## src/rtl/mem_writer_pkg.sv

```systemverilog
// Shared types and header-field positions for the burst-capable AXIS memory writer.
package mem_writer_pkg;

    localparam int WORD_W    = 32;
    localparam int ADDR_LSB  = 0;
    localparam int BURST_BIT = 31;

    typedef enum logic [2:0] {
        IDLE,
        HDR,
        DATA,
        WRITE,
        WRITE_LAST,
        DRAIN,
        END
    } state_t;

endpackage

```

## src/rtl/synchronizer_n.sv

```systemverilog
// N-flop level synchronizer for asynchronous single-bit control inputs.
module synchronizer_n #(
    parameter int STAGES = 2
)(
    input  logic clk,
    input  logic rstn,
    input  logic d,
    output logic q
);

    logic [STAGES-1:0] sync_q;

    always_ff @(posedge clk) begin
        if (!rstn) sync_q <= '0;
        else       sync_q <= {sync_q[STAGES-2:0], d};
    end

    assign q = sync_q[STAGES-1];

endmodule

```

## src/rtl/mem_writer_burst.sv

```systemverilog
// AXIS packet to wide-memory writer: header selects bank/address, NREG words form one
// entry, optional burst mode auto-increments the address per entry.
module mem_writer_burst
    import mem_writer_pkg::*;
#(
    parameter int NREG = 15,
    parameter int NB   = 32,
    parameter int AW   = 16
)(
    input  logic                   clk,
    input  logic                   rst,
    input  logic                   s_axis_tvalid,
    output logic                   s_axis_tready,
    input  logic [WORD_W-1:0]      s_axis_tdata,
    input  logic                   s_axis_tlast,
    output logic [AW-1:0]          mem_addr,
    output logic [WORD_W*NREG-1:0] mem_din,
    output logic [NB-1:0]          mem_we,
    input  logic                   START_REG,
    output logic                   busy,
    output logic                   done,
    output logic                   err_incomplete,
    output logic                   err_bank,
    output logic [15:0]            wr_cnt
);

    localparam int BW = (NB > 1) ? $clog2(NB) : 1;
    localparam int CW = $clog2(NREG + 1);
    localparam logic [CW-1:0] LAST_IDX = CW'(NREG - 1);

    state_t                       state, state_n;
    logic                         start_s;
    logic                         acc;
    logic                         entry_full;
    logic [BW-1:0]                hdr_bank;
    logic                         bank_bad;
    logic [NREG-1:0][WORD_W-1:0]  regs;
    logic [CW-1:0]                cnt;
    logic [AW-1:0]                addr_q;
    logic [BW-1:0]                bank_q;
    logic                         burst_q;
    logic                         unused_hdr;

    synchronizer_n #(.STAGES(2)) u_start_sync (
        .clk  (clk),
        .rstn (~rst),
        .d    (START_REG),
        .q    (start_s)
    );

    assign hdr_bank   = s_axis_tdata[AW+BW-1:AW];
    assign bank_bad   = 32'(hdr_bank) >= 32'(NB);
    assign acc        = s_axis_tvalid & s_axis_tready;
    assign entry_full = (cnt == LAST_IDX);
    assign busy       = (state != IDLE);
    assign done       = (state == END);
    assign unused_hdr = ^s_axis_tdata[BURST_BIT-1:AW+BW];

    always_ff @(posedge clk) begin
        if (rst) state <= IDLE;
        else     state <= state_n;
    end

    always_comb begin
        state_n       = state;
        s_axis_tready = 1'b0;
        case (state)
            IDLE: if (start_s) state_n = HDR;
            HDR: begin
                s_axis_tready = 1'b1;
                if (acc) begin
                    if (bank_bad)          state_n = s_axis_tlast ? END : DRAIN;
                    else if (s_axis_tlast) state_n = END;
                    else                   state_n = DATA;
                end
            end
            DATA: begin
                s_axis_tready = 1'b1;
                if (acc && entry_full)        state_n = s_axis_tlast ? WRITE_LAST : WRITE;
                else if (acc && s_axis_tlast) state_n = END;
            end
            WRITE:      state_n = burst_q ? DATA : HDR;
            WRITE_LAST: state_n = END;
            DRAIN: begin
                s_axis_tready = 1'b1;
                if (acc && s_axis_tlast) state_n = END;
            end
            END:     if (!start_s) state_n = IDLE;
            default: state_n = IDLE;
        endcase
    end

    always_ff @(posedge clk) begin
        if (rst) begin
            regs           <= '0;
            cnt            <= '0;
            addr_q         <= '0;
            bank_q         <= '0;
            burst_q        <= 1'b0;
            mem_addr       <= '0;
            mem_din        <= '0;
            mem_we         <= '0;
            err_incomplete <= 1'b0;
            err_bank       <= 1'b0;
            wr_cnt         <= '0;
        end else begin
            mem_we <= '0;
            case (state)
                IDLE: if (start_s) begin
                    err_incomplete <= 1'b0;
                    err_bank       <= 1'b0;
                    wr_cnt         <= '0;
                    cnt            <= '0;
                end
                HDR: if (acc) begin
                    if (bank_bad)          err_bank       <= 1'b1;
                    else if (s_axis_tlast) err_incomplete <= 1'b1;
                    else begin
                        addr_q  <= s_axis_tdata[ADDR_LSB +: AW];
                        bank_q  <= hdr_bank;
                        burst_q <= s_axis_tdata[BURST_BIT];
                        cnt     <= '0;
                    end
                end
                DATA: if (acc) begin
                    for (int k = 0; k < NREG; k++)
                        if (cnt == CW'(k)) regs[k] <= s_axis_tdata;
                    cnt <= cnt + CW'(1);
                    if (s_axis_tlast && !entry_full) err_incomplete <= 1'b1;
                end
                WRITE, WRITE_LAST: begin
                    mem_addr <= addr_q;
                    mem_din  <= regs;
                    mem_we   <= NB'(1) << bank_q;
                    if (wr_cnt != 16'hFFFF) wr_cnt <= wr_cnt + 16'd1;
                    // burst continues at the next address; wrap at 2^AW is intentional
                    if (state == WRITE && burst_q) begin
                        addr_q <= addr_q + AW'(1);
                        cnt    <= '0;
                    end
                end
                default: ;
            endcase
        end
    end

endmodule

```

## config.mk

```make
export PLATFORM = sky130hd
export DESIGN_NAME = mem_writer_burst
export DESIGN_NICKNAME = d
export VERILOG_FILES = /design/src/rtl/mem_writer_pkg.sv /design/src/rtl/synchronizer_n.sv /design/src/rtl/mem_writer_burst.sv
export SDC_FILE = /design/constraint.sdc
export NUM_CORES = 2
export LEC_CHECK = 0
export ABC_AREA = 1
export BUFFER_PORTS_ARGS = -buffer_cell sky130_fd_sc_hd__buf_2
export CORE_UTILIZATION = 40
export DETAILED_ROUTE_END_ITERATION = 12
export SYNTH_ARGS = -nofsm -noshare
export SYNTH_HDL_FRONTEND = slang
export SYNTH_SLANG_ARGS = --single-unit
```

## constraint.sdc

```tcl
create_clock -name clk -period 1.7 [get_ports clk]
set_input_delay 0.425 -clock clk [delete_from_list [all_inputs] [get_ports clk]]
set_output_delay 0.425 -clock clk [all_outputs]
set_load 0.01 [all_outputs]
```

Word level (Yosys, flattened, before mapping):

Index checks and enable logic that the tools add are counted.

* shifts and indexed selects: 1
* eq/ne operators: 30
* bitwise gates (word level): 3
* mux-type cells: 29
* $add $sub $neg: 3
* reduce and logical (&&, ||, !) cells: 36

Operator list (count)
* 16-bit two-way mux: 5
* 16-bit case mux with 2 select lines: 2
* 3-bit AND reduction: 18
* 16-bit by 1-bit adder with 16-bit output, second input constant: 2
* 1-bit by 5-bit << shifter with 32-bit output, first input constant: 1
* 4-bit equality test, second input constant: 7
* 3-bit two-way mux: 7
* 3-bit case mux with 7 select lines: 1
* 4-bit two-way mux: 5
* 4-bit by 3-bit equality test with 1-bit output, second input constant: 4
* 16-bit != test, second input constant: 1
* 2-bit != test, second input constant: 8
* 4-bit case mux with 4 select lines: 1
* 6-bit AND reduction: 2
* 3-bit equality test, second input constant: 3
* 4-bit by 2-bit equality test with 1-bit output, second input constant: 2
* 3-bit by 2-bit equality test with 1-bit output, second input constant: 2
* 1-bit two-way mux: 6
* 3-bit nonzero test: 2
* 4-bit by 1-bit adder with 4-bit output, second input constant: 1
* 4-bit by 1-bit equality test with 1-bit output, second input constant: 1
* 1-bit logical AND: 4
* 4-bit zero test: 1
* 4-bit AND reduction: 1
* other kinds (12): 15

* output and inout bits: 549
* word-level logic and storage cells: 128
* input bits: 37
* bits in registers: 1056

Longest topological paths before layout:

* word-level depth: 8
* gate-level depth with buffers: 14

Hierarchy:

A second synthesis with hierarchy kept.

* cells, all modules: 4400
* area total of the unflattened synthesis: 36806.6 um^2

By module, submodules not included
* mem_writer_burst: cells each 4394, times used 1, area an instance 36751.5 um^2
* synchronizer_n: cells each 6, times used 1, area an instance 55.1 um^2

Worst setup path after synthesis:

No wires, ideal clock.

* path type: register to register
* start point: register wr_cnt[0]
* end point: register wr_cnt[13]
* clock period less this slack: 1.747 ns
* stages on the path, launching flop included: 9
* data arrival time: 1.677 ns
* buffers on the path: 1
* required time: 1.630 ns
* slack: -0.047 ns
* cell sequence: dfxtp_1 -> ha_1 -> nand2_1 -> nor3_1 -> nand4_1 -> nand3_2 -> buf_4 -> nand2_1 -> a21oi_1

* longest elaborated chain between the ends: 3
* elaborated cells between the ends (all ways): 6
* those cells by class: add/sub: 1; eq/ne: 2; mux: 2; reduce/logical: 1

RTL lines
* from (decl): RTL line mem_writer_burst.sv:24 `output logic [15:0] wr_cnt`
* from (signal assigned): RTL line mem_writer_burst.sv:135 `if (wr_cnt != 16'hFFFF) wr_cnt <= wr_cnt + 16'd1;`
* 16-bit by 1-bit adder with 16-bit output or 16-bit != test (tied branches): RTL line mem_writer_burst.sv:135
* 16-bit two-way mux or 2-bit != test (tied branches)
* 16-bit case mux with 2 select lines or 3-bit AND reduction (tied branches)

Several ways; a longest one is shown, not always the timed one. The select of a mux whose other input is x is not followed.
A chain may end at the register's enable or synchronous reset.

Final worst setup path:

* start point: register state[1]
* end point: register regs[241] in the netlist's numbering

* longest elaborated chain between the ends: 5
* elaborated cells between the ends (all ways): 7
* those cells by class: eq/ne: 3; mux: 1; bitwise: 1; reduce/logical: 2

RTL lines
* from (decl): RTL line mem_writer_burst.sv:31 `state_t state, state_n;`
* from (signal assigned): RTL line mem_writer_burst.sv:61 `else state <= state_n;`
* 3-bit by 2-bit equality test with 1-bit output (tied with other cells): RTL line mem_writer_burst.sv:67, mem_writer_burst.sv:108
* 3-bit OR reduction (no source line)
* 1-bit two-way mux: RTL line mem_writer_burst.sv:67 `case (state)`
* 1-bit bitwise AND: RTL line mem_writer_burst.sv:53 `assign acc = s_axis_tvalid & s_axis_tready;`
* 3-bit AND reduction (no source line) (*)
* to (signal, indexed assignment): RTL line mem_writer_burst.sv:127 `if (cnt == CW'(k)) regs[k] <= s_axis_tdata;`
* to (decl): RTL line mem_writer_burst.sv:37 `logic [NREG-1:0][WORD_W-1:0] regs;`

Mark *: on every way between the ends. The rest lies on a longest branch, timed or not.

==> out/results.tsv <==
metric	value	unit
power_frac_comb	0.090	
p_per_area	1040	nW/um^2
gp_congestion	0.905	
power_switching_share	0.250	
final_core_util	0.584	
clock_latency	0.71	ns
cts_made_buffers	107	
p_int	41.1	mW
grt_overflow	0	
clock_power_share	0.441	
place_inst	6024	
routed_wl	150000	um
status	finished, violations left	
start_kind	register	
p_seq_frac	0.469	
start_util	0.406	
synth_area	36800	sq um
clock.fmax	484	MHz
layout_commonest_cell	dfxtp_1	
final_layout_size_suffix_gt1_frac	0.343	
grt_use_total	0.281	
hold_viol	0	
cts_buffer_depth	3	
grt_pass1_vias	30600	
violations	setup timing	
rsz0062_at_grt	yes	
end_kind	register	
setup_viol	1066	
htreeDepth	3	
synthArstFlopShare	0	
root_buffer	clkbuf_16	
areaGrowthSynthToFinish	43.9	%
leakage	21.1	nW
synthesis.nets	4458	
vias_per_cell	5.49	
port_buffers	584	
slew_headroom	0.658	
yosysSeqAreaShare	0.575	
worst_ep_arrival_time	2.68	ns
drt_pass1_iterations	7	
synth.distinct_cells	39	
ir_worst_vdd	0.897	mV
rows	110	
grt_first_pass_wirelength	198000	um
vias	35400	
synth-main-ff-cell	dfxtp_1	
cts.sinks	1056	
fin_cells	6440	
power.switching	13.7	mW
power.total	54.8	mW
post_drt_wl_per_cell	23.3	um
drv_slew	0	
cts_tree	yes	
die_h	305	um
grt_max_degree	103	
critPathRequiredTime	2.31	ns
setup_slack	-0.364	ns
hpwl	82000	um
tightestPinTransition	0.513	ns
path_clk_slew	0.06	ns
antenna_found_initial	10	
fin_crit	2.06	ns
coreArea	90600	sq um
die_w	305	um
ys_warn_count	0	
drtIter0Drc	3597	
crit_type	register to register	
final_antenna_net_count	0	
io_pins	586	
syn_area_per_cell	8.33	sq um
hp-class	input port to register	
die_area	93100	sq um
num-fill-cells	7660	
finalNetCount	5213	
synthCells	4415	
drc	0	
synth_edf_count	0	
synth_seq_cells	1056	
layout_common_cells	dfxtp_1, a21oi_1, buf_2, o21ai_0, inv_1	
cap_violations	0	
crit_path_max_fanout	8	
skew	0.0429	ns
timing.final.crit_share	1.21	
power by group through the flow:
| stage | clock [mW] | sequential (mW) | combinational (mW) |
|---|---|---|---|
| global route | 25.4 | 25.7 | 5.19 |
| global placement | 0 | 26.2 | 3.60 |
| finish | 24.1 | 25.7 | 4.95 |
| floorplan | 0 | 26.2 | 1.61 |
| detailed placement | 0 | 26.1 | 3.62 |
| CTS | 24.3 | 25.6 | 4.11 |
cells in the mapped netlist, types with 8 or more instances:
library cell	n	area [sq um]
a21oi_1	925	4630
buf_1	18	67.6
buf_2	83	415
clkbuf_1	257	965
dfxtp_1	1056	21100
inv_1	475	1780
nand2_1	173	649
nand3_1	97	485
nand4_1	23	144
nor2_1	277	1040
nor3_1	24	120
o21ai_0	915	4580
o21ai_1	20	100
xor2_1	8	70.1
worst paths after layout:
path                    startpoint         end  slack [ns]  cells after the start
setup reg to reg          state[1]   regs[241]       -0.36                     11
hold / removal    s_axis_tdata[26]   regs[314]        0.11                      3
setup / recovery          state[1]   regs[241]       -0.36                     11
hold reg to reg            regs[2]  mem_din[2]        0.43                      2
critical path, cell delays in order, from the launching register on:
cell       delay (ns)
dfxtp_4          0.38
inv_2            0.09
nand2_2          0.10
o21ai_4          0.09
and2_4           0.22
buf_6            0.11
buf_6            0.10
buf_6            0.09
nand3_4          0.21
buf_6            0.23
clkbuf_16        0.16
a21oi_1          0.16
kinds of logic (layout without fill, tap and decap cells):
group / Yosys count / after routing / share of synthesized area
AO/OA/AOI/OAI: 1873 / 1873 / 0.256
XOR/XNOR: 9 / 9 / 0.00214
adder cells (fa/ha/maj): 6 / 6 / 0.00204
buffers and inverters: 853 / 1697 / 0.0922
flip-flops: 1056 / 1056 / 0.575
other: 1 / 6 / 0.000102
AND/OR/NAND/NOR: 617 / 617 / 0.0724
metal layers:
metal  global-route usage  vias up  share of wire
met5                    0        -       0.000087
met4                0.104        2          0.044
met2                0.456     1681           0.47
met3               0.0434      343          0.075
li1                     -    16300              -
met1                0.377    17100           0.41
state kept, by name, indices dropped and copies added (netlist names), 3 cells and up:
name / cells
state: 3
mem_addr: 16
mem_din: 480
regs: 480
mem_we: 32
bank_q: 5
cnt: 4
addr_q: 16
wr_cnt: 16
through the flow:
step	hold slack, ns	setup slack [ns]	cell area, sq um	TNS (ns)
finish	0.105	-0.364	52900	-167.17
global placement	0.391	-0.144	42300	-19.87
detailed placement	0.401	-0.196	42300	-57.32
CTS	0.0564	-0.353	48800	-125.21
global route	0.0912	-0.421	52900	-218.64
floorplan	0.388	-0.0151	36800	-1.11
final cells by class:
class	instances	area [sq um]	share of cell area
antenna	5	12.5	0.000237
tap	1176	1470	0.0278
inverter	483	1840	0.0348
sequential	1056	21100	0.400
clock buffer	158	3180	0.0601
clock inverter	40	427	0.00807
timing repair buffer	1016	9930	0.188
multi-input combinational	2506	14900	0.281
repair_timing:
action / 4_1_cts / 5_1_grt
pin swaps: 61 / 143
resized for setup: 401 / 888
hold buffers: 1 / 0
endpoints found under the hold margin: 1 / 0
setup endpoints to repair: 1012 / 1113
gates cloned: 53 / 74
setup buffers: 53 / 44
(Power assumes the default switching activity.)
